$ cat src/rtl/accum_pkg.sv
// Shared types and arithmetic helpers for the accumulator bank.
// Helpers work on a fixed wide datapath so any ACC_W/DATA_W up to 62 bits fits.
package accum_pkg;

  typedef enum logic {
    IDLE  = 1'b0,
    DRAIN = 1'b1
  } state_t;

  localparam int CALC_W = 64;

  typedef struct packed {
    logic [CALC_W-1:0] sum;
    logic              ovf;
  } sat_res_t;

  // Sign-extend the low w bits of v to the full working width.
  function automatic logic [CALC_W-1:0] sext(input logic [CALC_W-1:0] v, input int w);
    logic signed [CALC_W-1:0] t;
    t = $signed(v << (CALC_W - w));
    return t >>> (CALC_W - w);
  endfunction

  // a and b arrive sign-extended; the result is an acc_w-bit value, sign-extended.
  function automatic sat_res_t sat_add(input logic [CALC_W-1:0] a,
                                       input logic [CALC_W-1:0] b,
                                       input int                acc_w,
                                       input bit                saturate);
    logic signed [CALC_W-1:0] full;
    logic signed [CALC_W-1:0] hi;
    logic signed [CALC_W-1:0] lo;
    sat_res_t r;
    full  = $signed(a) + $signed(b);
    hi    = (64'sd1 <<< (acc_w - 1)) - 64'sd1;
    lo    = -(64'sd1 <<< (acc_w - 1));
    r.ovf = (full > hi) || (full < lo);
    if (saturate && r.ovf) r.sum = (full > hi) ? hi : lo;
    else                   r.sum = sext(full, acc_w);
    return r;
  endfunction

endpackage

$ cat src/rtl/accum_lane.sv
// One accumulator lane: sum/tag/occupancy/saturation state with tag compare,
// saturating adder and load/clear/drain muxing.
module accum_lane
  import accum_pkg::*;
#(
  parameter int DATA_W   = 17,
  parameter int ACC_W    = 24,
  parameter int ADDR_W   = 27,
  parameter int SATURATE = 1
) (
  input  logic              clk,
  input  logic              rst_n,
  input  logic              i_clear,
  input  logic              i_load,
  input  logic [ACC_W-1:0]  i_load_sum,
  input  logic [ADDR_W-1:0] i_load_tag,
  input  logic              i_load_occ,
  input  logic              i_acc,
  input  logic [DATA_W-1:0] i_data,
  input  logic [ADDR_W-1:0] i_addr,
  input  logic              i_drain_clr,
  output logic [ACC_W-1:0]  o_sum,
  output logic [ADDR_W-1:0] o_tag,
  output logic              o_occ,
  output logic              o_sat,
  output logic              o_conflict
);

  logic [ACC_W-1:0]  r_sum;
  logic [ADDR_W-1:0] r_tag;
  logic              r_occ;
  logic              r_sat;
  logic              r_conflict;
  logic [CALC_W-1:0] w_data_ext;
  sat_res_t          w_res;
  logic              w_tag_hit;

  assign w_tag_hit  = (r_tag == i_addr);
  assign w_data_ext = sext(CALC_W'(i_data), DATA_W);
  assign w_res      = sat_add(sext(CALC_W'(r_sum), ACC_W), w_data_ext, ACC_W, SATURATE != 0);

  always_ff @(posedge clk or negedge rst_n) begin
    if (!rst_n) begin
      r_sum      <= '0;
      r_tag      <= '0;
      r_occ      <= 1'b0;
      r_sat      <= 1'b0;
      r_conflict <= 1'b0;
    end else if (i_clear) begin
      r_sum      <= '0;
      r_tag      <= '0;
      r_occ      <= 1'b0;
      r_sat      <= 1'b0;
      r_conflict <= 1'b0;
    end else if (i_load) begin
      r_sum      <= i_load_sum;
      r_tag      <= i_load_tag;
      r_occ      <= i_load_occ;
      r_sat      <= 1'b0;
      r_conflict <= 1'b0;
    end else begin
      // conflict is a single-cycle pulse, so it falls unless re-raised below
      r_conflict <= 1'b0;
      if (i_drain_clr) begin
        r_sum <= '0;
        r_tag <= '0;
        r_occ <= 1'b0;
        r_sat <= 1'b0;
      end else if (i_acc) begin
        if (!r_occ) begin
          r_sum <= ACC_W'(w_data_ext);
          r_tag <= i_addr;
          r_occ <= 1'b1;
        end else if (w_tag_hit) begin
          r_sum <= ACC_W'(w_res.sum);
          if ((SATURATE != 0) && w_res.ovf) r_sat <= 1'b1;
        end else begin
          r_conflict <= 1'b1;
        end
      end
    end
  end

  assign o_sum      = r_sum;
  assign o_tag      = r_tag;
  assign o_occ      = r_occ;
  assign o_sat      = r_sat;
  assign o_conflict = r_conflict;

endmodule

$ cat src/rtl/accum_bank.sv
// Bank of tagged accumulator lanes with bulk load from BRAM and a scan FSM
// that drains occupied lanes back one per valid/ready handshake.
module accum_bank
  import accum_pkg::*;
#(
  parameter int LANES    = 16,
  parameter int DATA_W   = 17,
  parameter int ACC_W    = 24,
  parameter int ADDR_W   = 27,
  parameter int SATURATE = 1,
  parameter int PTR_W    = $clog2(LANES)
) (
  input  logic                            clock,
  input  logic                            reset,
  input  logic                            clear,
  input  logic                            enable,
  input  logic [LANES-1:0]                in_valid,
  input  logic [LANES-1:0]                lane_mask,
  input  logic [LANES*DATA_W-1:0]         in_data,
  input  logic [LANES*ADDR_W-1:0]         in_addr,
  input  logic                            load_valid,
  output logic                            load_ready,
  input  logic [LANES*(ACC_W+ADDR_W)-1:0] load_data,
  input  logic [LANES-1:0]                load_occ,
  input  logic                            drain_start,
  output logic                            drain_valid,
  input  logic                            drain_ready,
  output logic [PTR_W-1:0]                drain_lane,
  output logic [ACC_W-1:0]                drain_data,
  output logic [ADDR_W-1:0]               drain_addr,
  output logic                            drain_last,
  output logic                            drain_done,
  output logic                            busy,
  output logic [LANES-1:0]                conflict,
  output logic [LANES-1:0]                sat_flag,
  output state_t                          o_dbg_state
);

  localparam int              SLOT_W   = ACC_W + ADDR_W;
  localparam logic [PTR_W-1:0] LAST_PTR = PTR_W'(LANES - 1);

  state_t            r_state;
  state_t            w_state_nxt;
  logic [PTR_W-1:0]  r_ptr;
  logic [PTR_W-1:0]  w_ptr_nxt;
  logic              r_drain_done;
  logic              w_done_nxt;
  logic [LANES-1:0]  w_occ;
  logic [ACC_W-1:0]  w_sum [LANES];
  logic [ADDR_W-1:0] w_tag [LANES];
  logic              w_idle;
  logic              w_in_drain;
  logic              w_load_fire;
  logic              w_acc_ok;
  logic              w_drain_fire;
  logic              w_lane_done;

  // Handshakes: a transfer happens on a rising edge where valid and ready are
  // both high; drain_valid/drain_lane/data/addr stay stable until that edge.
  assign w_idle       = (r_state == IDLE);
  assign w_in_drain   = (r_state == DRAIN);
  assign load_ready   = w_idle & ~drain_start & ~clear;
  assign w_load_fire  = load_valid & load_ready;
  assign w_acc_ok     = load_ready & ~load_valid & enable;
  assign drain_valid  = w_in_drain & w_occ[r_ptr];
  assign w_drain_fire = drain_valid & drain_ready;
  assign w_lane_done  = w_in_drain & (~w_occ[r_ptr] | drain_ready);

  always_ff @(posedge clock or negedge reset) begin
    if (!reset) begin
      r_state      <= IDLE;
      r_ptr        <= '0;
      r_drain_done <= 1'b0;
    end else begin
      r_state      <= w_state_nxt;
      r_ptr        <= w_ptr_nxt;
      r_drain_done <= w_done_nxt;
    end
  end

  always_comb begin
    w_state_nxt = r_state;
    w_ptr_nxt   = r_ptr;
    w_done_nxt  = 1'b0;
    if (clear) begin
      w_state_nxt = IDLE;
      w_ptr_nxt   = '0;
    end else begin
      case (r_state)
        IDLE: begin
          if (drain_start) begin
            w_state_nxt = DRAIN;
            w_ptr_nxt   = '0;
          end
        end
        DRAIN: begin
          if (w_lane_done) begin
            if (r_ptr == LAST_PTR) begin
              w_state_nxt = IDLE;
              w_ptr_nxt   = '0;
              w_done_nxt  = 1'b1;
            end else begin
              w_ptr_nxt = r_ptr + 1'b1;
            end
          end
        end
        default: w_state_nxt = IDLE;
      endcase
    end
  end

  for (genvar i = 0; i < LANES; i++) begin : g_lane
    accum_lane #(
      .DATA_W  (DATA_W),
      .ACC_W   (ACC_W),
      .ADDR_W  (ADDR_W),
      .SATURATE(SATURATE)
    ) u_lane (
      .clk        (clock),
      .rst_n      (reset),
      .i_clear    (clear),
      .i_load     (w_load_fire),
      .i_load_sum (load_data[i*SLOT_W+ADDR_W +: ACC_W]),
      .i_load_tag (load_data[i*SLOT_W +: ADDR_W]),
      .i_load_occ (load_occ[i]),
      .i_acc      (w_acc_ok & in_valid[i] & lane_mask[i]),
      .i_data     (in_data[i*DATA_W +: DATA_W]),
      .i_addr     (in_addr[i*ADDR_W +: ADDR_W]),
      .i_drain_clr(w_drain_fire & (r_ptr == PTR_W'(i))),
      .o_sum      (w_sum[i]),
      .o_tag      (w_tag[i]),
      .o_occ      (w_occ[i]),
      .o_sat      (sat_flag[i]),
      .o_conflict (conflict[i])
    );
  end

  assign drain_lane  = r_ptr;
  assign drain_data  = w_sum[r_ptr];
  assign drain_addr  = w_tag[r_ptr];
  assign drain_last  = w_in_drain & (r_ptr == LAST_PTR);
  assign drain_done  = r_drain_done;
  assign busy        = ~w_idle;
  assign o_dbg_state = r_state;

endmodule

$ cat config.mk
export PLATFORM = sky130hd
export DESIGN_NAME = accum_bank
export DESIGN_NICKNAME = d
export VERILOG_FILES = /design/src/rtl/accum_pkg.sv /design/src/rtl/accum_lane.sv /design/src/rtl/accum_bank.sv
export SDC_FILE = /design/constraint.sdc
export NUM_CORES = 2
export LEC_CHECK = 0
export CORE_AREA = 5 5 651 653
export DETAILED_ROUTE_END_ITERATION = 8
export DIE_AREA = 0 0 656 658
export PLACE_DENSITY = 0.35
export SLEW_MARGIN = 30
export SYNTH_ARGS = -nofsm -noshare
export SYNTH_HDL_FRONTEND = slang
export SYNTH_HIERARCHICAL = 1
export SYNTH_SLANG_ARGS = --single-unit
$ cat constraint.sdc
create_clock -name clock -period 4 [get_ports clock]
set_clock_uncertainty 0.1 [all_clocks]
set_input_delay 0.4 -clock clock [delete_from_list [all_inputs] [get_ports clock]]
set_output_delay 0.4 -clock clock [all_outputs]
set_load 0.1 [all_outputs]
======== Yosys cells after proc, flatten, opt, wreduce, memory -nomap -nowiden ========
Cells that the tools add are included.
storage, ports and cells
  input bits .............................. 1575
  logic and storage cells ................. 895
  bits in registers ....................... 870
operators by class
  $add $sub $neg .......................... 17
  reductions and logical operators ........ 130
  muxes and demuxes ....................... 502
  equality and inequality tests ........... 65
  bitwise logic cells ..................... 64
  order comparisons ....................... 34
operators by type and width
  cell                                                   count
  two-way mux 24 bit                                     130
  two-way mux 27 bit                                     82
  == test 27 bit                                         16
  adder 24 x 17 -> 25 bit                                16
  > comparator 25 x 24 -> 1 bit, second input constant   16
  < comparator 25 x 24 -> 1 bit, second input constant   16
  two-way mux 1 bit                                      281
  nonzero test 4 bit                                     64
  binary-select mux 27 bit (select 4 bit)                1
  binary-select mux 24 bit (select 4 bit)                1
  inequality test 5 x 4 -> 1 bit, second input constant  15
  AND reduction 2 bit                                    33
  AND reduction 4 bit                                    16
  inequality test 4 x 3 -> 1 bit, second input constant  15
  AND 1 bit                                              57
  == test 4 bit, second input constant                   8
  == test 4 x 3 -> 1 bit, second input constant          4
  logical OR 1 bit                                       16
  two-way mux 4 bit                                      4
  == test 4 x 2 -> 1 bit, second input constant          2
  one-hot mux 4 bit (2 select lines)                     1
  >= comparator 5 bit, second input constant             1
  < comparator 4 x 5 -> 1 bit, second input constant     1
  inequality test 5 x 3 -> 1 bit, second input constant  1
  11 further kinds                                       15

======== Longest topological paths before layout ========
  depth after elaboration ................. 11
  mapped depth ............................ 15
  gate-level depth less buffers ........... 11

======== Hierarchy ========
The synthesis kept the hierarchy.
modules (own cells, without submodules)
  module                             seq. area each (um^2)  times used  area an instance (um^2)  cells an instance
  accum_lane (g_lane[0].u_lane ...)  1351.3                 7           4429.2                   543
  accum_lane (g_lane[1].u_lane ...)  1351.3                 7           4341.7                   510
  accum_lane (g_lane[8].u_lane ...)  1351.3                 2           4362.9                   511
  accum_bank                         150.1                  1           6965.4                   430

======== Worst setup path before layout ========
Ideal clock, no wire load.
  kind .................................... register to register
  from .................................... reg r_state, in the netlist busy
  to ...................................... reg g_lane[1].u_lane.r_sum[10]
  arrival time ............................ 5.827 ns
  clock period less this slack ............ 6.022 ns
  stages on the path, launching flop included .. 11
  setup slack ............................. -2.022 ns
  path through ............................ dfrtp_1 > nor3_1 > and2_1 > clkbuf_1 > nor3_1 > o21ai_1 > a31oi_1 > nor4_1 > nand4_4 > buf_6 > o31ai_1
on the way
  elaborated cells on any way between the ends .. 17
  those cells by class .................... eq/ne: 1; mux: 3; bitwise: 11; reduce/logical: 2
RTL lines
  what                                                                        RTL line          RTL
  start: declaration                                                          accum_bank.sv:42  state_t r_state;
  start signal: assignment                                                    accum_bank.sv:75  r_state <= w_state_nxt;
  inverter 1 bit (*)                                                          n/a
  AND 1 bit (*) (2 in series)                                                 accum_bank.sv:62  assign load_ready = w_idle & ~drain_start & ~clear;
  via load_ready                                                              accum_bank.sv:22  output logic load_ready,
  AND 1 bit (*)                                                               accum_bank.sv:63  assign w_load_fire = load_valid & load_ready;
  via w_load_fire                                                             accum_bank.sv:53  logic w_load_fire;
  inequality test 5 x 4 -> 1 bit (no source line) (tied with other cells)     n/a
  AND reduction 2 bit (no source line) or two-way mux 24 bit (tied branches)  n/a
  end signal: assignment                                                      accum_lane.sv:56  r_sum <= i_load_sum;
  end signal: assignment                                                      accum_lane.sv:71  r_sum <= ACC_W'(w_data_ext);
  end signal: assignment                                                      accum_lane.sv:75  r_sum <= ACC_W'(w_res.sum);
  end: declaration                                                            accum_lane.sv:29  logic [ACC_W-1:0] r_sum;
Mark *: on every way through the listed nets, which the timed path passes. The rest lies on a longest branch.
A chain may end at the register's enable or synchronous reset.

======== Worst setup path in the final report ========
  from .................................... reg r_ptr[1], in the netlist drain_lane[1]
  to ...................................... out drain_addr[0]
on the way
  word-level cells in the longest chain between the ends .. 4
RTL lines
  what                                                    RTL line           RTL
  start: declaration                                      accum_bank.sv:44   logic [PTR_W-1:0] r_ptr;
  start signal: assignment                                accum_bank.sv:76   r_ptr <= w_ptr_nxt;
  inverter 4 -> 5 bit (not written as such)               accum_bank.sv:140  assign drain_addr = w_tag[r_ptr];
  binary-select mux 27 bit (select 4 bit)                 accum_bank.sv:140
  two-way mux 27 bit (not written as such) (2 in series)  accum_bank.sv:140
  end: declaration                                        accum_bank.sv:30   output logic [ADDR_W-1:0] drain_addr,
Every way passes these cells. The select of a mux whose other input is x is not followed.

==> impl_metrics.yaml <==
grt:
  grt_pass1_wl_mm: 837.8
  grt_pass1_vias: 85354
  globalRouteTotalUtil_pct: 28.48
  grt_remaining_overflow: 0
  grt_max_degree: 101
  antenna_found_initial: 295
clock_network:
  path_clk_slew_ns: 0.06
  clockBufferDepth: 4
  clk_latency_ns: 0.87
  cts-root-buf: "clkbuf_16"
  cts_tree: "built"
  htreeDepth: 4
  clock-sinks: 870
  cts_inserted_buffers: 147
yosys:
  synth_edf_count: 0
  yosys.area.top_type_share_pct: 28.24
  ys_async_sr_fraction_pct: 100.0
  synth_nets: 10802
  synth.area.top_cells: "dfrtp_1 28%, a21oi_1 8.9%, mux4_2 7.4%, ha_1 6.3%, a22oi_1 6.1%"
  ys_seq_area_share_pct: 28.24
  yosys-top-cells-count: "1375 x a21oi_1, 870 x dfrtp_1, 732 x nor2_1"
  syn_inst: 8823
  ys.flop_type: "dfrtp_1"
  syn_area_um2: 77090
  yosysWarningCount: 6
  synth_top_area_cell: "dfrtp_1"
  ys_types: 102
  ys_ff_latch: 870
  synth_area_per_cell_um2: 8.737
  synth_most_common_cell: "a21oi_1"
sta:
  fin_crit_ns: 4.041
  rsz0062_at_grt: "yes"
  fmax_mhz: 247.5
  setup_ws_ns: -0.04075
  setup_viol: 5
  hold_viol_final: 0
  max_slew_margin_pct: 30.50
  slew_violations: 0
  worst_pin_slew_ns: 1.039
  finalCritPeriodShare_pct: 101.0
route:
  viasPerCell: 5.232
  totalWireLength_mm: 643.6
  num_vias: 86181
  drt-pass1-iter-count: 7
  ant_nets: 0
  drc: 0
  post_drt_wl_per_cell_um: 39.07
  first_iter_violations: 7971
setup_path:
  cp_max_fo: 81
  critical_path_class: "reg2out"
  r2r_slack_ns: 0.04
  arrival_ns: 3.54
  r2r_end: "g_lane[7].u_lane/o_sum[1]"
  regToRegStartpoint: "g_lane[5].u_lane/o_occ"
  crit_required_ns: 3.50
  cp-start-kind: "flop"
  ff2ff_path_depth: 14
  endpoint_kind: "output pin"
floorplan:
  start_util_pct: 18.44
  dieWidth_um: 656
  die_y_um: 658
  placeableCoreArea_um2: 418100
  ios: 1668
  die-area_um2: 431600
  rows: 238
placed_design:
  placed_cell_area_um2: 104200
  dp_cells: 16033
  place_hpwl_mm: 549.2
  place.port_buffers: 1667
  gp_congestion: 0.9555
hold_path:
  hp-class: "in2async"
pwr:
  vdd_drop_max_v: 0.0002851
  netSwitchingPower_w: 0.02053
  p_seq_share_pct: 26.2
  p_leak_nw: 42.70
  p_sw_share_pct: 43.37
  p_per_area_nw_per_um2: 430.2
  intPower_w: 0.02680
  clockPowerShare_pct: 29.1
  comb_power_share_pct: 44.7
layout:
  area_growth_pct: 42.72
  drive_above_1_share_pct: 13.94
  finalNonFillerCells: 16473
  stdcell_area_um2: 110000
  nets: 12676
run_status:
  status: "complete, but fails checks"
  violations: "negative setup slack"
flow_run:
  maxCapViolations: 0
-- timing repair --
action                     in CTS  in global routing
setup buffers                  19                  1
hold endpoints to repair       79                  0
resized for setup              25                  9
setup endpoints to repair      93                 69
hold buffers                    8                  0
cloned                          7                  0
-- through the flow --
step                setup TNS (ns)  setup WS [ns]  hold WS, ns  util (%)  power [W]
global placement            -7.947        -0.2483       0.4069     24.92    0.03339
detailed placement          -8.156        -0.2400       0.4109     24.92    0.03340
floorplan                        0        0.05985     0.004409         -    0.02277
CTS                        -0.1323       -0.02641     0.001522     26.22    0.04768
finish                     -0.1138       -0.04075      0.06517     26.32    0.04733
global route                -2.210        -0.1347      0.06865     26.28    0.04935
-- registers in the layout, indices dropped and copies added (netlist names) --
name	count
busy	1
drain_done	1
drain_lane	4
g_lane.u_lane/o_conflict	16
g_lane.u_lane/o_occ	16
g_lane.u_lane/o_sat	16
g_lane.u_lane/o_sum	384
g_lane.u_lane/o_tag	432
-- per-layer routing --
| metal | routed length [um] | GRT usage, % | part of all wire, % |
|---|---|---|---|
| met1 | 263200 | 34.90 | 41 |
| met2 | 308100 | 47.60 | 48 |
| met3 | 36460 | 5.225 | 5.7 |
| met4 | 35210 | 14.70 | 5.5 |
| met5 | 661 | 0 | 0.10 |
-- critical path, cell delays in order (launching register included) --
cell     delay (ns)
dfrtp_4        0.52
buf_4          0.17
buf_16         0.18
mux4_2         0.67
mux4_2         0.58
buf_12         0.19
-- cells in the final DEF (no fill, tap or decap), types with 272 or more instances in the layout --
cell and n:
a21oi_1 1365, a22oi_1 631, buf_4 527, clkdlybuf4s50_1 1591
dfrtp_1 865, ha_1 388, nand2_1 349, nor2_1 725
o21ai_0 351, xnor2_1 450, xor2_1 272
-- final cells by class --
class	instances	area [um^2]
fill	45146	308100
multi-input combinational	7229	52720
timing repair buffer	2267	22690
sequential	870	21790
tap	5520	6907
clock buffer	204	4205
inverter	182	683.2
clock inverter	55	666.9
antenna	146	365.4
-- power by group through the flow --
stage / Clock [W] / Combinational, W / Sequential [W]
5_1_grt: 0.0144 / 0.0226 / 0.0124
3_3_place_gp: 0 / 0.0209 / 0.0125
6_report: 0.0138 / 0.0212 / 0.0124
3_5_place_dp: 0 / 0.0209 / 0.0125
4_1_cts: 0.0142 / 0.0211 / 0.0124
2_1_floorplan: 0 / 0.0118 / 0.0110
-- worst max-delay path by stage --
stage                                 from                         end  slack, ns  depth (start not counted)
detailed placement           drain_lane[1]  g_lane[6].u_lane/o_sum[14]      -0.24                         11
global placement    g_lane[5].u_lane/o_occ  g_lane[6].u_lane/o_sum[21]      -0.25                         12
CTS                 g_lane[5].u_lane/o_occ  g_lane[6].u_lane/o_sum[21]      -0.03                         12
global route        g_lane[5].u_lane/o_occ  g_lane[6].u_lane/o_sum[21]      -0.13                         12
floorplan                    drain_lane[3]  g_lane[2].u_lane/o_sum[13]       0.06                         14
finish                       drain_lane[1]               drain_addr[0]      -0.04                          5
-- logic make-up (layout without fill, tap and decap cells) --
kind of cell | count (synthesis) | in the layout | synth area share, %
other | 0 | 146 | 0
AOI/OAI and AO/OA | 3543 | 3543 | 29.44
and+or+nand+nor | 2272 | 2272 | 15.20
adders and majority gates | 404 | 404 | 6.713
xor gates and xnor gates | 731 | 731 | 8.422
buffers and inverters | 724 | 2708 | 4.204
DFF | 870 | 870 | 28.24
muxes | 279 | 279 | 7.773
No activity file was read; power rests on OpenSTA's default activity.
